**src/rtl/alu_ctrl_issue_pkg.sv**
```systemverilog
// alu_ctrl_issue_pkg: ALU control encodings, R-type opcodes and ALUOp classes
// shared by the decoder and the issue buffer.
package alu_ctrl_issue_pkg;
    localparam logic [3:0] ALU_AND   = 4'b0000;
    localparam logic [3:0] ALU_ORR   = 4'b0001;
    localparam logic [3:0] ALU_ADD   = 4'b0010;
    localparam logic [3:0] ALU_SUB   = 4'b0110;
    localparam logic [3:0] ALU_PASSB = 4'b0111;
    localparam logic [3:0] ALU_NOR   = 4'b1100;
    localparam logic [3:0] ALU_ILL   = 4'b1111;
    localparam logic [10:0] OP_ADD = 11'b10001011000;
    localparam logic [10:0] OP_SUB = 11'b11001011000;
    localparam logic [10:0] OP_AND = 11'b10001010000;
    localparam logic [10:0] OP_ORR = 11'b10101010000;
    localparam logic [1:0] AOP_MEM = 2'b00;
    localparam logic [1:0] AOP_CBZ = 2'b01;
    localparam logic [1:0] AOP_R   = 2'b10;
    localparam logic [1:0] AOP_ILL = 2'b11;
    typedef struct packed {
        logic [3:0] ctrl;
        logic       ill;
    } entry_t;
endpackage

```
**src/rtl/alu_ctrl_decode.sv**
```systemverilog
// alu_ctrl_decode: combinational ALUOp/opcode to ALU control decode.
module alu_ctrl_decode
    import alu_ctrl_issue_pkg::*;
#(
    parameter int OPW = 11
) (
    input  logic [1:0]     ALUOp,
    input  logic [OPW-1:0] opcode,
    output entry_t         dec
);
    logic [3:0] r_ctrl;
    logic [3:0] ctrl;
    always_comb begin
        r_ctrl = opcode == OPW'(OP_ADD) ? ALU_ADD :
                 opcode == OPW'(OP_SUB) ? ALU_SUB :
                 opcode == OPW'(OP_AND) ? ALU_AND :
                 opcode == OPW'(OP_ORR) ? ALU_ORR : ALU_ILL;
        ctrl = ALUOp == AOP_MEM ? ALU_ADD :
               ALUOp == AOP_CBZ ? ALU_PASSB :
               ALUOp == AOP_R   ? r_ctrl : ALU_ILL;
        dec = '{ctrl: ctrl, ill: ctrl == ALU_ILL};
    end
endmodule

```
**src/rtl/alu_ctrl_issue.sv**
```systemverilog
// alu_ctrl_issue: decodes ops at acceptance into a 2-entry in-order buffer
// and keeps a saturating count of illegal ops accepted.
module alu_ctrl_issue
    import alu_ctrl_issue_pkg::*;
#(
    parameter int OPW = 11,
    parameter int CW  = 8
) (
    input  logic           clk,
    input  logic           reset,
    input  logic           in_valid,
    output logic           in_ready,
    input  logic [1:0]     ALUOp,
    input  logic [OPW-1:0] opcode,
    input  logic           flush,
    output logic           out_valid,
    input  logic           out_ready,
    output logic [3:0]     ALUControl,
    output logic           illegal,
    output logic [CW-1:0]  illegal_cnt
);
    entry_t     mem [2];
    entry_t     dec;
    entry_t     head;
    logic [1:0] cnt;
    logic       rp;
    logic       wp;
    logic       push;
    logic       pop;

    alu_ctrl_decode #(.OPW(OPW)) u_dec (
        .ALUOp (ALUOp),
        .opcode(opcode),
        .dec   (dec)
    );

    assign in_ready   = cnt != 2'd2;
    assign out_valid  = cnt != 2'd0;
    assign push       = in_valid && in_ready;
    assign pop        = out_valid && out_ready;
    assign head       = mem[rp];
    assign ALUControl = out_valid ? head.ctrl : ALU_ILL;
    assign illegal    = out_valid && head.ill;

    always_ff @(posedge clk) begin
        if (push) mem[wp] <= dec;
    end

    // Counting happens at acceptance, so a later (or same-cycle) flush keeps it.
    always_ff @(posedge clk or negedge reset) begin
        if (!reset) begin
            cnt         <= 2'd0;
            rp          <= 1'b0;
            wp          <= 1'b0;
            illegal_cnt <= '0;
        end else begin
            if (flush) begin
                cnt <= 2'd0;
                rp  <= 1'b0;
                wp  <= 1'b0;
            end else begin
                if (push) wp <= ~wp;
                if (pop) rp <= ~rp;
                cnt <= cnt + 2'(push) - 2'(pop);
            end
            if (push && dec.ill && illegal_cnt != {CW{1'b1}}) illegal_cnt <= illegal_cnt + CW'(1);
        end
    end
endmodule

```
**config.mk**
```make
export PLATFORM = sky130hd
export DESIGN_NAME = alu_ctrl_issue
export DESIGN_NICKNAME = d
export VERILOG_FILES = /design/src/rtl/alu_ctrl_issue_pkg.sv /design/src/rtl/alu_ctrl_decode.sv /design/src/rtl/alu_ctrl_issue.sv
export SDC_FILE = /design/constraint.sdc
export NUM_CORES = 1
export LEC_CHECK = 0
export CAP_MARGIN = 10
export CORE_UTILIZATION = 46
export CTS_CLUSTER_SIZE = 16
export DETAILED_ROUTE_END_ITERATION = 8
export PLACE_DENSITY = 0.87
export SLEW_MARGIN = 20
export SYNTH_ARGS = -nofsm -noshare
export SYNTH_HDL_FRONTEND = slang
export SYNTH_HIERARCHICAL = 1
export SYNTH_SLANG_ARGS = --single-unit
export TNS_END_PERCENT = 10
```
**constraint.sdc**
```tcl
create_clock -name clk -period 2.48 [get_ports clk]
set_clock_uncertainty 0.15 [all_clocks]
set_input_delay 0.372 -clock clk [delete_from_list [all_inputs] [get_ports clk]]
set_output_delay 0.372 -clock clk [all_outputs]
set_load 0.03 [all_outputs]
```
==> qor.tcl <==
set qor(ctsLongestPathBuffers) 2
set qor(fillCellCount) 180
set qor(cellLeakagePower_nw) 0.579
set qor(slew_at_the_pin_closest_to_its_max_slew_limit_ns) 0.577
set qor(global_route.overflow_total) 0
set qor(maximum_level_of_the_cts_h_tree) 1
set qor(tritoncts) {yes}
set qor(grt_pass1_wl_um) 3760
set qor(setup_viol) 0
set qor(track_usage_pct) 19.7
set qor(number_of_synthesis_warnings) 6
set qor(cell_count_after_placement) 155
set qor(post-cts-setup-buffer-count) 0
set qor(tns_ns) 0
set qor(globalplace.congestion) 0.821
set qor(tritoncts.num_buffers) 3
set qor(detailedPlace.worstSlack_ns) 0.0602
set qor(placeableCoreArea_um2) 2250
set qor(syn_nets) 116
set qor(layout-drive-gt1-share_pct) 9.92
set qor(final_cell_mix) {32 x sky130_fd_sc_hd__clkdlybuf4s50_1, 12 x sky130_fd_sc_hd__dfrtp_1, 11 x sky130_fd_sc_hd__nand2_1, 10 x sky130_fd_sc_hd__nor2_1, 10 x sky130_fd_sc_hd__edfxtp_1}
set qor(fp.dieW_um) 51.2
set qor(postSynth.asyncResetShare_pct) 54.5
set qor(synth_cells) 95
set qor(n_antenna_cell) 0
set qor(tritoncts_num_sinks) 22
set qor(total_via_count_after_detailed_routing) 860
set qor(max_clock_freq_mhz) 433
set qor(synthesis.area_um2) 1110
set qor(area.growth.synth_to_final_pct) 34.6
set qor(timing.hold.worst.class) {in2async}
set qor(drc_errors) 0
set qor(grt_max_degree) 13
set qor(synth.ff_latch_count) 22
set qor(power_density_nw_per_um2) 937
set qor(avgRoutedWirePerCell_um) 14.1
set qor(peakVddDrop_mv) 0.555
set qor(postCtsHoldBufs) 0
set qor(dp_hpwl_um) 1790
set qor(rsz0062_at_grt) {no}
set qor(final_antenna_net_count) 0
set qor(clock_latency_ns) 0.29
set qor(worst_slew_margin_rel_pct) 61.4
set qor(number_of_max_cap_violations) 0
set qor(final_nets) 153
set qor(synth-edff-count) 10
set qor(antenna_found_initial) 0
set qor(drt_iter0_markers) 26
set qor(worst_setup_slack_after_layout_ns) 0.169
set qor(distinct_cell_type_count_of_the_synthesized_netlist) 29
set qor(place.port_buffers) 32
set qor(num_io_pins) 33
set qor(critical_path_start_end_classification) {reg2out}
set qor(critical_path_peak_fanout) 6
set qor(clock-root-buffer) {sky130_fd_sc_hd__clkbuf_4}
set qor(critical_path.endpoint_type) {primary output}
set qor(finalNonFillerCells) 159
set qor(post_drt_via_cell_ratio) 5.41
set qor(initial_cell_density_of_the_core_pct) 49.4
set qor(drt_pre_antenna_iters) 4
set qor(start_kind) {flip-flop}
set qor(die-area_um2) 2620
set qor(row_count) 17
set qor(grt_pass1_vias) 858
set qor(final_common_cell) {sky130_fd_sc_hd__clkdlybuf4s50_1}
set qor(dieHeight_um) 51.2
set qor(area.sequential_um2) 601
set qor(post-route-period-util_pct) 93.2
set qor(postSynthAreaPerCell_um2) 11.7
set qor(status) {complete, no violations}
set qor(post_route_wl_um) 2240
set qor(synth_flop_cell) {sky130_fd_sc_hd__dfrtp_1}
set qor(cts.clk_slew.worst_paths_ns) 0.11
set qor(required_ns) 1.96
set qor(synth-seq-area-share_pct) 53.9
set qor(final_hold_viol_count) 0
set qor(drv_slew) 0
set qor(min_period_ns) 2.31
set qor(multi_input_comb_area_um2) 492
set qor(reg2reg_setup_slack_ns) 0.58
set qor(worstPathArrival_ns) 1.79
set qor(post_cts.resized_instances) 0
[layer usage]
metal | vias to the layer above | global-route usage, % | share of wire [%]
met5 | - | 0 | 0
met4 | 0 | 6.76 | 0.71
met3 | 2 | 2.68 | 3.1
met2 | 23 | 37.7 | 54
met1 | 417 | 22.0 | 42
li1 | 418 | - | -
[Yosys cell counts (2+ instances only)]
| cell | count | area share [%] |
|---|---|---|
| sky130_fd_sc_hd__xor2_1 | 3 | 2.4 |
| sky130_fd_sc_hd__dfrtp_1 | 12 | 27 |
| sky130_fd_sc_hd__a41oi_1 | 4 | 3.1 |
| sky130_fd_sc_hd__nor3_1 | 2 | 0.90 |
| sky130_fd_sc_hd__xnor2_1 | 4 | 3.1 |
| sky130_fd_sc_hd__mux2_2 | 3 | 3.0 |
| sky130_fd_sc_hd__a31oi_1 | 2 | 1.1 |
| sky130_fd_sc_hd__nor2_1 | 10 | 3.4 |
| sky130_fd_sc_hd__ha_1 | 3 | 3.4 |
| sky130_fd_sc_hd__edfxtp_1 | 10 | 27 |
| sky130_fd_sc_hd__and3_1 | 2 | 1.1 |
| sky130_fd_sc_hd__mux2i_1 | 6 | 5.4 |
| sky130_fd_sc_hd__nand2_1 | 11 | 3.7 |
| sky130_fd_sc_hd__inv_1 | 5 | 1.7 |
| sky130_fd_sc_hd__nand4_1 | 3 | 1.7 |
| sky130_fd_sc_hd__nand3_1 | 2 | 0.90 |
[path summary, 6_finish.rpt]
path                                            start  cells after the start                          to
max                                  cnt[1]$_DFF_PN0_                      4               ALUControl[2]
min                                             reset                      1            cnt[0]$_DFF_PN0_
max reg2reg                          cnt[1]$_DFF_PN0_                      8            cnt[1]$_DFF_PN0_
min reg2reg                illegal_cnt[0]$_DFFE_PN0P_                      1  illegal_cnt[0]$_DFFE_PN0P_
max in group asynchronous                       reset                      1  illegal_cnt[1]$_DFFE_PN0P_
min in group clk           illegal_cnt[0]$_DFFE_PN0P_                      1  illegal_cnt[0]$_DFFE_PN0P_
[cells by family after synthesis]
logic type      count (synthesis)  synth area share [%]
buf+inv                         6                  2.02
flops                          22                  53.9
xor+xnor                        7                  5.50
compound gates                  9                  6.51
fa+ha+maj                       3                  3.37
mux                            10                  9.76
simple gates                   38                  19.0
[sequential cells by signal (all words and copies together) (netlist names)]
| register | count |
|---|---|
| cnt | 2 |
| rp | 1 |
| mem | 10 |
| wp | 1 |
| illegal_cnt | 8 |
[cell type report]
type                    count  area share (%)
inverters                   5            1.25
flip-flops and latches     22            40.0
multi-input cells          67            32.8
clock buffers               4            1.75
repair buffers             33            21.9
well taps                  28            2.34
[critical path: stages, from the launching register on]
cell	delay, ns
sky130_fd_sc_hd__dfrtp_1	0.43
sky130_fd_sc_hd__nor2_1	0.18
sky130_fd_sc_hd__inv_1	0.13
sky130_fd_sc_hd__nand2_1	0.08
sky130_fd_sc_hd__clkdlybuf4s50_1	0.67
[power by group]
group	switching, mW	internal [mW]	leakage, nW
registers	0.101	0.471	0.239
logic	0.365	0.311	0.325
clock network	0.0948	0.0625	0.0150
[stage by stage]
step | hold slack (ns) | total power, mW | cell area, um^2 | utilization, %
6_report | 0.286 | 1.41 | 1500 | 66.5
5_1_grt | 0.310 | 1.50 | 1500 | 66.5
4_1_cts | 0.302 | 1.42 | 1500 | 66.5
3_5_place_dp | 0.364 | 1.26 | 1470 | 65.4
3_3_place_gp | 0.352 | 1.23 | 1470 | 65.4
2_1_floorplan | -0.0736 | 0.991 | 1110 | -
Power figures use the tool's default switching activity.
